File: src/rtl/mem_slice.sv
// MEM pipeline stage: latches EX outputs, runs the data-memory req/ack handshake
// with a timeout, stalls upstream while an access is outstanding and feeds WB.
module mem_slice #(
    parameter int DW      = 16,
    parameter int AW      = 16,
    parameter int WBW     = 7,
    parameter int TIMEOUT = 16
) (
    input  logic           clk,
    input  logic           rst,
    input  logic [WBW-1:0] WB_in,
    input  logic [1:0]     M_in,
    input  logic [AW-1:0]  addr_in,
    input  logic [DW-1:0]  data_in,
    input  logic [DW-1:0]  result_in,
    output logic           mem_req,
    output logic           mem_we,
    output logic [AW-1:0]  mem_addr,
    output logic [DW-1:0]  mem_wdata,
    input  logic           mem_ack,
    input  logic [DW-1:0]  mem_rdata,
    output logic           stall,
    output logic [WBW-1:0] WB,
    output logic [DW-1:0]  rdata,
    output logic [DW-1:0]  result,
    output logic           mem_err
);
    localparam int CW = $clog2(TIMEOUT);

    typedef enum logic {IDLE, WAIT} state_t;

    state_t         state_reg;
    logic [CW-1:0]  cnt_reg;
    logic           err_reg;

    logic [WBW-1:0] wb_q_reg;
    logic [1:0]     m_q_reg;
    logic [AW-1:0]  addr_q_reg;
    logic [DW-1:0]  data_q_reg;
    logic [DW-1:0]  result_q_reg;

    logic [WBW-1:0] wb_reg;
    logic [DW-1:0]  rdata_reg;
    logic [DW-1:0]  result_reg;

    logic access, is_wr, in_wait, req, timeout_hit, abort, complete, stall_int;

    assign access      = |m_q_reg;
    assign is_wr       = (m_q_reg == 2'b01);
    assign in_wait     = (state_reg == WAIT);
    assign req         = (!in_wait && access) || in_wait;
    assign timeout_hit = (cnt_reg == CW'(TIMEOUT - 1));
    assign abort       = in_wait && !mem_ack && timeout_hit;
    assign complete    = req && mem_ack;
    // The abort cycle releases the pipeline so the timed-out instruction retires.
    assign stall_int   = req && !mem_ack && !abort;

    always_ff @(posedge clk or posedge rst) begin
        if (rst) begin
            wb_q_reg     <= '0;
            m_q_reg      <= '0;
            addr_q_reg   <= '0;
            data_q_reg   <= '0;
            result_q_reg <= '0;
        end else if (!stall_int) begin
            wb_q_reg     <= WB_in;
            m_q_reg      <= M_in;
            addr_q_reg   <= addr_in;
            data_q_reg   <= data_in;
            result_q_reg <= result_in;
        end
    end

    always_ff @(posedge clk or posedge rst) begin
        if (rst) begin
            state_reg <= IDLE;
            cnt_reg   <= '0;
            err_reg   <= 1'b0;
        end else begin
            case (state_reg)
                IDLE: begin
                    if (access && !mem_ack) begin
                        state_reg <= WAIT;
                        cnt_reg   <= CW'(1);
                    end
                end
                WAIT: begin
                    if (mem_ack) begin
                        state_reg <= IDLE;
                        cnt_reg   <= '0;
                    end else if (timeout_hit) begin
                        state_reg <= IDLE;
                        cnt_reg   <= '0;
                        err_reg   <= 1'b1;
                    end else begin
                        cnt_reg <= cnt_reg + 1'b1;
                    end
                end
            endcase
        end
    end

    // A stalled cycle pushes a bubble so WB never sees the same instruction twice.
    always_ff @(posedge clk or posedge rst) begin
        if (rst) begin
            wb_reg     <= '0;
            rdata_reg  <= '0;
            result_reg <= '0;
        end else if (stall_int) begin
            wb_reg <= '0;
        end else begin
            wb_reg     <= wb_q_reg;
            result_reg <= result_q_reg;
            rdata_reg  <= (complete && !is_wr) ? mem_rdata : '0;
        end
    end

    assign mem_req   = req;
    assign mem_we    = is_wr;
    assign mem_addr  = addr_q_reg;
    assign mem_wdata = data_q_reg;
    assign stall     = stall_int;
    assign WB        = wb_reg;
    assign rdata     = rdata_reg;
    assign result    = result_reg;
    assign mem_err   = err_reg;
endmodule

File: config.mk
export PLATFORM = sky130hd
export DESIGN_NAME = mem_slice
export DESIGN_NICKNAME = d
export VERILOG_FILES = /design/src/rtl/mem_slice.sv
export SDC_FILE = /design/constraint.sdc
export NUM_CORES = 1
export LEC_CHECK = 0
export CORE_MARGIN = 2
export CORE_UTILIZATION = 35
export CTS_BUF_LIST = sky130_fd_sc_hd__clkbuf_4 sky130_fd_sc_hd__clkbuf_8 sky130_fd_sc_hd__clkbuf_16
export CTS_CLUSTER_DIAMETER = 120
export DETAILED_ROUTE_END_ITERATION = 16
export PLACE_DENSITY = 0.72
export REMOVE_ABC_BUFFERS = 1
export SYNTH_ARGS = -nofsm -noshare
export SYNTH_HDL_FRONTEND = slang
export SYNTH_SLANG_ARGS = --single-unit
File: constraint.sdc
create_clock -name clk -period 3.9 [get_ports clk]
set_input_delay 0.585 -clock clk [delete_from_list [all_inputs] [get_ports clk]]
set_output_delay 0.585 -clock clk [all_outputs]
set_load 0.005 [all_outputs]
==> summary.txt, run 1 <==
CTS Buf Count: 9
RR Endpoint: wb_q_reg[2]
DRT iter0 DRCs: 105
Avg Inst Size Synth: 16.2 um^2
Setup TNS: 0 ns
Slowest cell on crit path: clkdlybuf4s50_1
Worst Path Buf+Inv: 2
Least-Margin Pin Slew: 0.595 ns
Post-synthesis mux area share: 22.6%
Residual DRC count: 0
# nets final: 474
End of the critical path: stall
Yosys Warn Count: 0
Max-Cap Viols: 0
Top post-synthesis cells by area: dfrtp_1 (64%), mux2_2 (13%), mux2_4 (9.8%)
Main combinational cell family by area after synthesis: multiplexers
Clock Path Buffers: 2
Clock sink total: 102
Period utilization: 69.6%
Post-layout min period: 2.71 ns
Post-synth EDFFs: 0
Max frequency: 369 MHz
Hold Buf Count CTS: 0
Rows: 38
Count leader, synth: dfrtp_1
Crit path capture type: primary output
Final Hold Fails: 0
Setup crit start: mem_ack
Commonest cells post-synth: dfrtp_1 (102), mux2_2 (45), mux2_4 (26)
Root Driver: clkbuf_16
CP peak stage delay: 0.56 ns
Maximum VDD drop: 0.230 mV
DR WL/cell: 15.6 um
Status: complete, no violations
Seq/Total Area, Yosys: 64.2%
Post-synth ARST share: 100%
Top delay family on crit path: buffers and inverters
H-tree depth: 3
Met3 usage: 6.53%
Total GRT Usage: 14.5%
Vias: 2546
GR peak layer: met2
Max-slew violation count: 0
Yosys cell types: 29
Fin Hold WS: 0.455 ns
Setup crit start kind: input port
Critical path's most frequent cell: clkdlybuf4s50_1
Die Y: 111 um
Most common flop cell mapped by yosys: dfrtp_1
Synth Area in Compound Gates: 7.24%
Post-DP Area: 5600 um^2
Pin count of the biggest net entering global routing: 95
CP Depth: 4
Ant diodes: 0
Most area-hungry cell type in the Yosys netlist: dfrtp_1
Detail Placement HPWL: 5.76 mm
Global route total overflow: 0
Hold Path Class: reg2reg
RSZ-0062 raised after global routing: no
Post-Synthesis Cells: 246
Vias per Instance: 4.71
Grt met2 use: 22.0%
Mapped Area: 3970 um^2
Vias in the first global route: 2755
Die area: 12200 um^2
Max-slew headroom: 60.3%
# resized after CTS: 0
CP cell instances: clkdlybuf4s50_1 > o21ba_2 > o2bb2ai_4 > clkdlybuf4s50_1
Worst-path clk slew: 0.06 ns
Skew-Pair Late Insertion Delay: 0.34 ns
Post-synthesis xor/xnor area fraction: 0.220%
Adder-cell share of the synthesized area: 0.315%
Post-Synth Simple-Gate Area: 2.08%
Horiz. Die Dim: 111 um
Share of cells above drive strength 1: 22.9%
GPL Wtd Cong: 0.789
Core area: 10900 um^2
Post-CTS setup buffers: 0
TritonCTS clock tree: built
Setup violators final: 0
Critical Path AT: 2.13 ns
Post-Layout Inst Area: 5920 um^2
First-pass GRT wire length: 14.3 mm
Ports: 151
Critical Path RT: 3.31 ns
Worst R2R Setup Slack: 1.69 ns
Layout area overhead: 49.0%
Yosys reg bits: 102
Final WL: 8.45 mm
LEAKAGE: 2.58 nW
Synth top area share: 64.2%
Antenna-violating nets left: 0
PD cells: 568 nW/um^2
Initial antenna violation count: 0
Setup CP Type: in2out
Starting density of the core: 36.3%
First-pass DRT Iterations: 4
Setup ws final: 1.19 ns
Dpl ws: 1.18 ns
Met1 Usage GRT: 18.7%
R2r startpoint: cnt_reg[0]
Final Non-Filler Cells: 541
Crit path max fanout: 5
Worst R2R Path Depth: 5
Clock Skews: 0.00593 ns
Placed Cells: 526
Port bufs: 150
-- layout by cell type, fill, tap and decap left out, types with 2 or more instances in the layout --
master / instances
a22o_1: 19
buf_12: 2
bufinv_16: 2
clkbuf_16: 9
clkbuf_8: 2
clkdlybuf4s50_1: 150
clkinv_2: 2
dfrtp_1: 102
inv_1: 9
mux2_2: 45
mux2_4: 26
nor2_1: 9
nor2b_1: 3
o21ai_0: 2
o32ai_1: 2
-- metrics by stage --
step,power (mW),utilization (%)
6_report,3.36,54.1
3_5_place_dp,2.43,51.2
5_1_grt,3.55,54.1
2_1_floorplan,1.88,-
3_3_place_gp,2.40,51.2
4_1_cts,3.41,54.1
-- report_power, final --
part,switching [mW],internal [mW]
Clock,0.373,0.591
Sequential,0.136,1.30
Combinational,0.305,0.655
-- logic make-up (layout without fill, tap and decap cells) --
logic type / Yosys count / in the layout
xor+xnor: 1 / 1
fa+ha+maj: 1 / 1
mux: 71 / 71
buf+inv: 22 / 177
flops: 102 / 102
simple gates: 17 / 17
compound gates: 32 / 32
-- cell type report --
type / count / area, um^2
inverter: 10 / 40.0
fill: 935 / 5010
clock buffer: 11 / 253
sequential: 102 / 2550
clock inverter: 4 / 70.1
multi-input combinational: 122 / 1290
timing repair buffer: 152 / 1540
tap: 140 / 175
-- worst min path at each step --
stage                        from      end  slack [ns]  cells past startpoint
after floorplan           mem_err  mem_err        0.45                      1
after global placement    mem_err  mem_err        0.45                      1
after detailed placement  mem_err  mem_err        0.45                      1
after CTS                 mem_err  mem_err        0.46                      1
after global routing      mem_err  mem_err        0.48                      1
final                     mem_err  mem_err        0.46                      1
-- metal layers --
metal | vias to the layer above | part of all wire [%]
met5 | - | 0
met4 | 0 | 1.3
met3 | 7 | 8.7
met2 | 103 | 47
met1 | 1263 | 43
li1 | 1173 | -
(Power assumes the default switching activity.)
==> run 2, diff against run 1 <==
clock period = 2.63 ns   (was 3.9 ns; I/O delays follow)
==> summary.txt, run 2 (same netlist as run 1, synthesis figures left out) <==
Core area: 10900 um^2
Layout area overhead: 49.1%
Clock sink total: 102
Grt met2 use: 23.2%
Global route total overflow: 0
Period utilization: 93.9%
Port bufs: 150
Worst-path clk slew: 0.07 ns
Die area: 12200 um^2
CP peak stage delay: 0.55 ns
Fin Hold WS: 0.318 ns
Clock Path Buffers: 2
Critical Path RT: 2.24 ns
CP cell instances: ha_1 > and3_2 > o2bb2ai_4 > clkdlybuf4s50_1
Least-Margin Pin Slew: 0.561 ns
Vias in the first global route: 2899
Hold Path Class: in2async
Worst Path Buf+Inv: 1
Initial antenna violation count: 0
Crit path capture type: primary output
Setup crit start kind: flop
Max-slew headroom: 62.6%
RSZ-0062 raised after global routing: no
DRT iter0 DRCs: 74
Met1 Usage GRT: 17.6%
Skew-Pair Late Insertion Delay: 0.34 ns
Met3 usage: 5.38%
# nets final: 478
Final Hold Fails: 0
Top delay family on crit path: buffers and inverters
Crit path max fanout: 5
TritonCTS clock tree: built
DR WL/cell: 15.4 um
Hold Buf Count CTS: 0
Post-CTS setup buffers: 0
Root Driver: clkbuf_16
Maximum VDD drop: 0.377 mV
First-pass DRT Iterations: 6
Status: complete, no violations
Antenna-violating nets left: 0
Critical Path AT: 2.08 ns
GPL Wtd Cong: 0.739
Setup violators final: 0
Clock Skews: 0.00763 ns
Post-layout min period: 2.47 ns
Max-slew violation count: 0
CTS Buf Count: 9
PD cells: 830 nW/um^2
# resized after CTS: 0
Starting density of the core: 36.3%
Pwr Total: 4.92 mW
H-tree depth: 3
Commonest cells after routing, fill and taps aside: clkdlybuf4s50_1 (150), dfrtp_1 (102), mux2_2 (45), mux2_4 (26), a22o_1 (19)
Share of cells above drive strength 1: 23.9%
GR peak layer: met2
Total GRT Usage: 14.4%
Vias: 2555
Pin count of the biggest net entering global routing: 61
Ports: 151
Ant diodes: 0
Slowest cell on crit path: clkdlybuf4s50_1
Max-Cap Viols: 0
Fillers: 944
Vias per Instance: 4.68
Final WL: 8.39 mm
Commonest non-fill, non-tap cell in the layout: clkdlybuf4s50_1
Residual DRC count: 0
Horiz. Die Dim: 111 um
Setup CP Type: reg2out
Die Y: 111 um
LEAKAGE: 2.58 nW
First-pass GRT wire length: 14.3 mm
Rows: 38
Area of the multi-input gates: 1290 um^2
Register area: 2550 um^2
Max frequency: 405 MHz
Detail Placement HPWL: 6.08 mm
[run 2: changes by cell type in the layout (fill, tap and decap cells not counted)]
cell	delta
inv_8	+1
clkbuf_8	-2
clkinv_2	-2
clkinv_4	+2
bufinv_16	-1
buf_12	-1
clkinvlp_4	+2
inv_6	+1
buf_4	+5
[run 2: where the power goes]
| group | internal [mW] | leakage (nW) | switching [mW] |
|---|---|---|---|
| clock network | 0.751 | 0.144 | 0.606 |
| logic | 0.975 | 1.21 | 0.451 |
| registers | 1.93 | 1.23 | 0.203 |
[run 2: final cells by class]
class                      instances  area share, %
clock buffer                       9           3.80
clock inverter                     7           1.39
inverter                          10          0.676
tap                              140           2.96
sequential                       102           43.1
multi-input combinational        122           21.8
timing repair buffer             156           26.3
[run 2: metal layers]
| layer | wire length (um) | vias to the layer above | share of wire (%) |
|---|---|---|---|
| li1 | - | 1182 | - |
| met1 | 3590 | 1271 | 43 |
| met2 | 4020 | 93 | 48 |
| met3 | 657 | 9 | 7.8 |
| met4 | 123 | 0 | 1.5 |
| met5 | 0 | - | 0 |
[run 2: final timing paths]
check,start,to,slack (ns),depth (start not counted)
worst min-delay path,rst,mem_wdata[3],0.32,2
min in group clk,mem_err,mem_err,0.46,1
max in group asynchronous,rst,rdata[6],1.68,3
worst min register to register,mem_err,mem_err,0.46,1
worst max register to register,cnt_reg[0],result[0],0.48,5
worst max-delay path,cnt_reg[0],stall,0.16,4
[run 2: through the flow]
stage               TNS, ns  instances  setup slack (ns)  cell area, um^2  utilization (%)
global placement          0        530             0.306             5620             51.4
CTS                       0        546             0.117             5920             54.2
detailed placement        0        530             0.238             5620             51.4
global route              0        546            0.0688             5920             54.2
finish                    0        546             0.160             5920             54.2
floorplan            -77.84        234            -0.440             3880                -
==> run 3, diff against run 2 <==
--- a/config.mk
+++ b/config.mk
@@ -7,4 +7,6 @@
 export LEC_CHECK = 0
+export CELL_PAD_IN_SITES_DETAIL_PLACEMENT = 1
+export CELL_PAD_IN_SITES_GLOBAL_PLACEMENT = 2
 export CORE_MARGIN = 2
-export CORE_UTILIZATION = 35
+export CORE_UTILIZATION = 31
 export CTS_BUF_LIST = sky130_fd_sc_hd__clkbuf_4 sky130_fd_sc_hd__clkbuf_8 sky130_fd_sc_hd__clkbuf_16
@@ -12,3 +14,3 @@
 export DETAILED_ROUTE_END_ITERATION = 16
-export PLACE_DENSITY = 0.72
+export PLACE_DENSITY = 0.9
 export REMOVE_ABC_BUFFERS = 1
==> constraint.sdc (replaced) <==
create_clock -name clk -period 2.9 [get_ports clk]
set_input_delay 0.58 -clock clk [delete_from_list [all_inputs] [get_ports clk]]
set_output_delay 0.58 -clock clk [all_outputs]
set_load 0.005 [all_outputs]
==> summary.txt, run 3 (same netlist as run 1, synthesis figures left out) <==
Status: complete, no violations
Max frequency: 369 MHz
Maximum VDD drop: 0.257 mV
Core area: 12600 um^2
Rows: 41
Crit path max fanout: 5
Hold path start: mem_err
TritonCTS clock tree: built
Total GRT Usage: 14.3%
Setup crit start kind: input port
Worst Path Buf+Inv: 2
First-pass GRT wire length: 14.7 mm
# resized after CTS: 0
RSZ-0062 raised after global routing: no
Ant diodes: 0
Critical Path RT: 2.32 ns
Root Driver: clkbuf_16
Skew-Pair Late Insertion Delay: 0.34 ns
Setup violators final: 0
Die Y: 117 um
Worst R2R Path Depth: 5
RR Endpoint: wb_q_reg[2]
Max-slew violation count: 0
CP cell instances: clkdlybuf4s50_1 > o21ba_2 > o2bb2ai_4 > clkdlybuf4s50_1
Max-slew headroom: 51.0%
Setup CP Type: in2out
Vias: 2610
Final Hold Fails: 0
Least-Margin Pin Slew: 0.735 ns
Post-DP Area: 5650 um^2
R2r startpoint: cnt_reg[0]
Crit path capture type: primary output
LEAKAGE: 2.58 nW
DR WL/cell: 16.6 um
GPL Wtd Cong: 0.743
Worst R2R Setup Slack: 0.61 ns
Slowest cell on crit path: clkdlybuf4s50_1
Clock sink total: 102
Ports: 151
# nets final: 476
Share of cells above drive strength 1: 23.5%
Horiz. Die Dim: 117 um
Antenna-violating nets left: 0
Commonest cells after routing, fill and taps aside: clkdlybuf4s50_1 (150), dfrtp_1 (102), mux2_2 (45), mux2_4 (26), a22o_1 (19)
PD cells: 748 nW/um^2
Vias in the first global route: 2857
DRT iter0 DRCs: 95
Period utilization: 93.3%
CTS Buf Count: 9
Post-layout min period: 2.71 ns
Critical path's most frequent cell: clkdlybuf4s50_1
Final WL: 9.56 mm
Vias per Instance: 4.53
First-pass DRT Iterations: 4
Worst-path clk slew: 0.06 ns
Clock Skews: 0.00566 ns
Hold Buf Count CTS: 0
Commonest non-fill, non-tap cell in the layout: clkdlybuf4s50_1
Post-Layout Inst Area: 5950 um^2
Pwr Total: 4.45 mW
Fillers: 1277
CP peak stage delay: 0.54 ns
Hold depth: 1
Clock Path Buffers: 2
Pin count of the biggest net entering global routing: 95
Max-Cap Viols: 0
Detail Placement HPWL: 6.79 mm
Post-CTS setup buffers: 0
H-tree depth: 3
Top delay family on crit path: buffers and inverters
Die area: 13700 um^2
Starting density of the core: 31.6%
Layout area overhead: 49.7%
Port bufs: 150
Residual DRC count: 0
Hold Path Class: reg2reg
Critical Path AT: 2.13 ns
Worst Hold End: mem_err
Global route total overflow: 0
Initial antenna violation count: 0
==> run 3: cell types whose count changed in the layout (fill, tap and decap cells not counted) <==
cell / delta
clkbuf_4: +1
inv_8: -1
clkinv_2: +3
buf_4: -3
clkinvlp_4: -2
inv_6: -1
buf_12: +1
==> run 3: per-stage QoR <==
step / setup WS [ns] / cells / setup TNS, ns / utilization [%] / hold slack [ns]
2_1_floorplan: -0.355 / 234 / -45.31 / - / 0.451
3_3_place_gp: 0.214 / 560 / 0 / 45.0 / 0.450
3_5_place_dp: 0.165 / 560 / 0 / 45.0 / 0.449
4_1_cts: 0.159 / 576 / 0 / 47.3 / 0.463
5_1_grt: 0.110 / 576 / 0 / 47.3 / 0.486
6_report: 0.194 / 576 / 0 / 47.3 / 0.456
==> run 3: area by class of cell <==
class                   count  area (um^2)  share of cell area (%)
clock inverters             6         62.6                    1.05
inverters                  10         40.0                   0.673
well taps                 172          215                    3.62
flip-flops and latches    102         2550                    42.9
multi-input cells         122         1290                    21.7
clock buffers              10          233                    3.91
repair buffers            154         1560                    26.2
==> run 3: where the power goes <==
part / switching, mW / internal, mW
combinational: 0.431 / 0.884
clock: 0.523 / 0.677
sequential: 0.183 / 1.75
==> run 3: how the worst max path moves through the flow <==
stage | startpoint | to | slack [ns] | cells after the start
floorplan | rst | WB[0] | -0.36 | 1
global placement | mem_ack | stall | 0.21 | 4
detailed placement | mem_ack | stall | 0.16 | 4
CTS | mem_ack | stall | 0.16 | 4
global route | mem_ack | stall | 0.11 | 4
finish | mem_ack | stall | 0.19 | 4
==> run 3: routing by layer <==
metal	vias to the layer above	track usage (%)	routed length [um]
li1	1176	-	-
met3	15	4.79	683
met4	0	7.45	251
met2	91	23.3	4830
met5	-	0	0
met1	1328	16.7	3790
